--- config.mk ---
export PLATFORM = sky130hd
export DESIGN_NAME = hilo_muldiv_flat
export DESIGN_NICKNAME = d
export VERILOG_FILES = /design/src/rtl/hilo_muldiv_if.sv /design/src/rtl/hilo_muldiv.sv /design/src/flat_wrapper.sv
export SDC_FILE = /design/constraint.sdc
export NUM_CORES = 2
export LEC_CHECK = 0
export ABC_CLOCK_PERIOD_IN_PS = 10800
export CORE_MARGIN = 2
export CORE_UTILIZATION = 55
export DETAILED_ROUTE_END_ITERATION = 12
export DONT_BUFFER_PORTS = 1
export PLACE_DENSITY = 0.7
export SYNTH_ARGS = -nofsm -noshare
export SYNTH_HDL_FRONTEND = slang
export SYNTH_SLANG_ARGS = --single-unit
--- constraint.sdc ---
create_clock -name clk -period 10.8 [get_ports clk]
set_input_delay 1.62 -clock clk [delete_from_list [all_inputs] [get_ports clk]]
set_output_delay 1.62 -clock clk [all_outputs]
set_load 0.1 [all_outputs]
--- src/rtl/hilo_muldiv_if.sv ---
// HI/LO unit bundle: start handshake, flush, MTHI/MTLO writes, results.
// master = pipeline side, slave = hilo_muldiv.
interface hilo_muldiv_if #(
  parameter int WIDTH = 32
);
  logic             start_valid;
  logic             start_ready;
  logic [1:0]       op;
  logic [WIDTH-1:0] src_a;
  logic [WIDTH-1:0] src_b;
  logic             flush;
  logic             write_hi_en;
  logic             write_lo_en;
  logic [WIDTH-1:0] hi_data;
  logic [WIDTH-1:0] lo_data;
  logic [WIDTH-1:0] hi;
  logic [WIDTH-1:0] lo;
  logic             busy;
  logic             done;

  modport master (
    output start_valid, op, src_a, src_b, flush,
    output write_hi_en, write_lo_en, hi_data, lo_data,
    input  start_ready, hi, lo, busy, done
  );

  modport slave (
    input  start_valid, op, src_a, src_b, flush,
    input  write_hi_en, write_lo_en, hi_data, lo_data,
    output start_ready, hi, lo, busy, done
  );
endinterface

--- src/rtl/hilo_muldiv.sv ---
// HI/LO registers with multi-cycle MULT/MULTU/DIV/DIVU engine.
// Ports: clk, resetn (async low), io (hilo_muldiv_if.slave).
module hilo_muldiv #(
  parameter int WIDTH   = 32,
  parameter int MUL_LAT = 2
) (
  input  logic            clk,
  input  logic            resetn,
  hilo_muldiv_if.slave    io
);
  localparam int CW = $clog2(WIDTH + MUL_LAT + 1);

  typedef enum logic [1:0] {
    IDLE,
    MUL,
    DIV
  } state_t;

  state_t state, state_n;

  logic [WIDTH-1:0] hi_q, lo_q;
  logic [WIDTH-1:0] a_q, b_q, bmag_q;
  logic [WIDTH-1:0] quo_q, rem_q;
  logic [1:0]       op_q;
  logic [CW-1:0]    cnt;

  logic busy, fin, done, accept;
  logic in_sa, in_sb, sa_q, sb_q;
  logic [WIDTH-1:0] amag, bmag;
  logic [WIDTH:0]   sh, diff;
  logic [WIDTH-1:0] rem_n, quo_n;
  logic [2*WIDTH-1:0] ax, bx, prod;
  logic [WIDTH-1:0] res_hi, res_lo;
  logic [WIDTH-1:0] hi_nx, lo_nx;

  assign busy   = state != IDLE;
  assign fin    = busy & (cnt == '0);
  assign done   = fin & ~io.flush;
  assign accept = io.start_valid & io.start_ready;

  assign io.busy        = busy;
  assign io.done        = done;
  assign io.start_ready = resetn & ~busy & ~io.flush;

  // Operand magnitudes for the restoring divider
  assign in_sa = ~io.op[0] & io.src_a[WIDTH-1];
  assign in_sb = ~io.op[0] & io.src_b[WIDTH-1];
  assign amag  = in_sa ? -io.src_a : io.src_a;
  assign bmag  = in_sb ? -io.src_b : io.src_b;

  assign sa_q = ~op_q[0] & a_q[WIDTH-1];
  assign sb_q = ~op_q[0] & b_q[WIDTH-1];

  // One quotient bit per cycle
  assign sh    = {rem_q, quo_q[WIDTH-1]};
  assign diff  = sh - {1'b0, bmag_q};
  assign rem_n = diff[WIDTH] ? sh[WIDTH-1:0]
                             : diff[WIDTH-1:0];
  assign quo_n = {quo_q[WIDTH-2:0], ~diff[WIDTH]};

  assign ax   = {{WIDTH{sa_q}}, a_q};
  assign bx   = {{WIDTH{sb_q}}, b_q};
  assign prod = ax * bx;

  always_comb begin
    res_hi = prod[2*WIDTH-1:WIDTH];
    res_lo = prod[WIDTH-1:0];
    if (op_q[1]) begin
      if (b_q == '0) begin
        res_hi = a_q;
        res_lo = '1;
      end else begin
        res_hi = sa_q ? -rem_q : rem_q;
        res_lo = (sa_q ^ sb_q) ? -quo_q : quo_q;
      end
    end
  end

  // Direct writes beat the engine per register
  always_comb begin
    hi_nx = hi_q;
    lo_nx = lo_q;
    if (done) begin
      hi_nx = res_hi;
      lo_nx = res_lo;
    end
    if (io.write_hi_en) hi_nx = io.hi_data;
    if (io.write_lo_en) lo_nx = io.lo_data;
  end

  assign io.hi = resetn ? hi_nx : '0;
  assign io.lo = resetn ? lo_nx : '0;

  always_comb begin
    state_n = state;
    if (io.flush) begin
      state_n = IDLE;
    end else begin
      case (state)
        IDLE: if (accept)
                state_n = io.op[1] ? DIV : MUL;
        MUL,
        DIV:  if (fin) state_n = IDLE;
        default: state_n = IDLE;
      endcase
    end
  end

  always_ff @(posedge clk or negedge resetn) begin
    if (!resetn) state <= IDLE;
    else         state <= state_n;
  end

  always_ff @(posedge clk or negedge resetn) begin
    if (!resetn) begin
      hi_q   <= '0;
      lo_q   <= '0;
      a_q    <= '0;
      b_q    <= '0;
      bmag_q <= '0;
      quo_q  <= '0;
      rem_q  <= '0;
      op_q   <= '0;
      cnt    <= '0;
    end else begin
      hi_q <= hi_nx;
      lo_q <= lo_nx;
      if (accept) begin
        op_q   <= io.op;
        a_q    <= io.src_a;
        b_q    <= io.src_b;
        bmag_q <= bmag;
        quo_q  <= amag;
        rem_q  <= '0;
        cnt    <= io.op[1] ? CW'(WIDTH)
                           : CW'(MUL_LAT - 1);
      end else if (busy && cnt != '0) begin
        cnt <= cnt - 1'b1;
        if (state == DIV) begin
          quo_q <= quo_n;
          rem_q <= rem_n;
        end
      end
    end
  end
endmodule

--- src/flat_wrapper.sv ---
// flat-port wrapper written by rule: the top's interface ports become plain ports
module hilo_muldiv_flat 
#(
  parameter int WIDTH   = 32,
  parameter int MUL_LAT = 2
)
  (clk, resetn, io_start_valid, io_op, io_src_a, io_src_b, io_flush, io_write_hi_en, io_write_lo_en, io_hi_data, io_lo_data, io_start_ready, io_hi, io_lo, io_busy, io_done);
  hilo_muldiv_if #(.WIDTH(WIDTH)) io_i ();
  input  logic clk;
  input  logic resetn;
  input wire logic [$bits(io_i.start_valid)-1:0] io_start_valid;
  input wire logic [$bits(io_i.op)-1:0] io_op;
  input wire logic [$bits(io_i.src_a)-1:0] io_src_a;
  input wire logic [$bits(io_i.src_b)-1:0] io_src_b;
  input wire logic [$bits(io_i.flush)-1:0] io_flush;
  input wire logic [$bits(io_i.write_hi_en)-1:0] io_write_hi_en;
  input wire logic [$bits(io_i.write_lo_en)-1:0] io_write_lo_en;
  input wire logic [$bits(io_i.hi_data)-1:0] io_hi_data;
  input wire logic [$bits(io_i.lo_data)-1:0] io_lo_data;
  output wire logic [$bits(io_i.start_ready)-1:0] io_start_ready;
  output wire logic [$bits(io_i.hi)-1:0] io_hi;
  output wire logic [$bits(io_i.lo)-1:0] io_lo;
  output wire logic [$bits(io_i.busy)-1:0] io_busy;
  output wire logic [$bits(io_i.done)-1:0] io_done;
  assign io_i.start_valid = io_start_valid;
  assign io_i.op = io_op;
  assign io_i.src_a = io_src_a;
  assign io_i.src_b = io_src_b;
  assign io_i.flush = io_flush;
  assign io_i.write_hi_en = io_write_hi_en;
  assign io_i.write_lo_en = io_write_lo_en;
  assign io_i.hi_data = io_hi_data;
  assign io_i.lo_data = io_lo_data;
  assign io_start_ready = io_i.start_ready;
  assign io_hi = io_i.hi;
  assign io_lo = io_i.lo;
  assign io_busy = io_i.busy;
  assign io_done = io_i.done;
  hilo_muldiv #(.WIDTH(WIDTH), .MUL_LAT(MUL_LAT)) u_core (.clk(clk), .resetn(resetn), .io(io_i));
endmodule
==> impl_metrics.csv <==
group,metric,value,unit
outcome,status,"finished clean",
drt,vias,43105,
grt,grt_antenna_before_repair,7,
logic_synthesis,ys_seq_area_share,10.8,%
setup_path,critPathMaxFanout,18,
sta,relSlewSlack,25.9,%
drt,routed_via_density,5.83,
cts,cts-htree-levels,1,
logic_synthesis,synthTopCellsByArea,"fa_1, dfrtp_1, inv_1",
sta,fmax,94.0,MHz
sta,worstMarginPinSlew,1110,ps
logic_synthesis,synth_nets,7748,
sta,setup_slack,163,ps
cts,clock-root-buffer,"clkbuf_16",
die,die_height,317,um
drt,ant_nets,0,
die,initial_core_util,55.6,%
drt,drtIter0Drc,3783,
layout,regArea,5890,um^2
cts,cts_sinks,233,
die,row_count,114,
place,gp_congestion,0.982,
grt,grt_pass1_wl,265000,um
die,dieWidth,317,um
logic_synthesis,yosys.area.top_type,"fa_1",
sta,finalHoldViolCount,0,
cts,clkTransAtPathRegs,70,ps
layout,fillers,8393,
place,pre_cts_slack,206,ps
layout,nets,7601,
grt,grt_start_max_net_pins,282,
logic_synthesis,synth-edff-count,0,
logic_synthesis,yosys_warnings,0,
drt,drt_drc_violations_left,0,
logic_synthesis,syn_area,53800,um^2
setup_path,path_class,"reg2out",
place,dpl_cell_area,56200,um^2
place,placed_cells,7308,
sta,finalClockSkew,14.7,ps
layout,final_area,57800,um^2
logic_synthesis,ys_ff_latch,233,
sta,slew_viol_final,0,
setup_path,end_kind,"output port",
logic_synthesis,synth_common_cells,"inv_1, fa_1, nand2_1",
layout,fin_cells,7392,
die,io_pins,203,
cts,cts_buffer_depth,3,
sta,fin_crit_sh,98.5,%
logic_synthesis,synth-main-ff-cell,"dfrtp_1",
sta,report.final.setup_viol,0,
logic_synthesis,synth_most_common_cell,"inv_1",
setup_path,crit_required,9180,ps
place,dp_hpwl,136000,um
die,die_area,100000,um^2
logic_synthesis,avgSynthCellArea,8.63,um^2
logic_synthesis,synth_cell_types,88,
grt,track_usage,34.6,%
drt,wl_per_cell,22.7,um
layout,area_growth,7.40,%
logic_synthesis,syn_inst,6235,
logic_synthesis,synthArstFlopShare,100,%
job,maxCapViolCount,0,
grt,grt_overflow,0,
place,io_buffers,0,
layout,multi_input_area,42400,um^2
grt,first_global_vias,44772,
sta,finalCriticalPeriod,10640,ps
cts,cts_inserted_buffers,29,
die,core,96900,um^2
hold_path,hp-class,"reg2reg",
drt,routed_wl,168000,um
cts,cts_tree,"yes",
setup_path,arrival,9020,ps
layout,drive_gt1_share,7.30,%
drt,firstDrtPassIters,8,
setup_path,cp-start-kind,"flip-flop",
logic_synthesis,synthDominantCellAreaShare,41.9,%
cts,clock_latency,600,ps
## cells in the final DEF, fill, tap and decap left out, drive strengths merged, types with 33 or more instances in the layout
master and count:
a211oi 36, a21o 43, a21oi 245, a31oi 33, and2 410, buf 219, clkbuf 41, dfrtp 233
fa 1126, ha 251, inv 1206, nand2 1100, nand3 37, nor2 225, nor3 53, o21ai 188
xnor2 123, xor2 83
## worst paths after layout
kind	start	to	slack (ps)	cells after the start
max	u_core.op_q[0]	io_hi[3]	160	26
min	u_core.bmag_q[11]	u_core.bmag_q[11]	480	2
max reg2reg	u_core.a_q[30]	u_core.hi_q[26]	2560	24
min reg2reg	u_core.bmag_q[11]	u_core.bmag_q[11]	480	2
max in group asynchronous	resetn	u_core.b_q[28]	9220	0
min in group asynchronous	resetn	u_core.cnt[1]	720	0
## layout make-up
type | count | area share, %
diodes | 6 | 0.0260
clock buffers | 38 | 1.42
clock inverters | 15 | 0.389
inverters | 1209 | 7.88
multi-input cells | 4392 | 73.4
flip-flops and latches | 233 | 10.2
well taps | 1276 | 2.76
repair buffers | 222 | 3.93
repair inverters | 1 | 0.0130
## stage by stage
step	setup TNS [ps]	util [%]	hold WS (ps)
finish	0	59.7	478
global route	-81.3	59.7	504
CTS	0	59.2	484
detailed placement	0	58.0	470
global placement	0	58.0	462
floorplan	-193	-	449
## cell families (layout without fill, tap and decap cells)
group,Yosys count,in the layout,share of synthesized area [%]
compound gates,775,775,9.29
xor+xnor,206,206,3.35
fa+ha+maj,1377,1377,47.7
buf+inv,1611,1485,11.3
flops,233,233,10.8
mux,18,18,0.337
other cells,0,6,0
simple gates,2015,2016,17.2
## critical path: stages (launching register included)
cell and delay [ps]:
dfrtp_1 460, buf_4 220, nand2b_2 290, buf_12 210
or2_2 290, fa_1 460, fa_1 490, inv_1 50
fa_1 410, fa_1 530, fa_2 600, fa_1 450
fa_1 500, inv_1 60, fa_1 500, inv_1 50
ha_2 420, nand4_1 150, or4_4 460, o221ai_4 300
inv_1 120, or3_1 320, nand3_1 260, o21ai_0 190
o21ai_0 240, o211a_1 210, buf_12 180
## sequential cells by signal (all words and copies together) (netlist names)
name           count
u_core.a_q        32
u_core.bmag_q     32
u_core.hi_q       32
u_core.lo_q       32
u_core.quo_q      32
u_core.rem_q      32
u_core.b_q        31
u_core.cnt         6
u_core.op_q        2
u_core.state       2
## routing by layer
layer	global-route usage, %	wire length (um)	vias to the layer above
li1	-	-	18615
met1	48.9	67400	21967
met2	54.1	76600	2162
met3	6.70	17000	357
met4	11.3	6540	4
met5	0	22	-
## timing repair
| action | in CTS | in global routing |
|---|---|---|
| setup buffers | 2 | 21 |
| gates resized for setup | 35 | 78 |
| setup endpoints to repair | 17 | 32 |
| pin swaps | 1 | 19 |
| hold buffers | 0 | 0 |
| cloned | 1 | 1 |
Power is left out: the tool's default activity adds up to more than one toggle a clock period on the data nets, which glitch-free logic cannot reach.
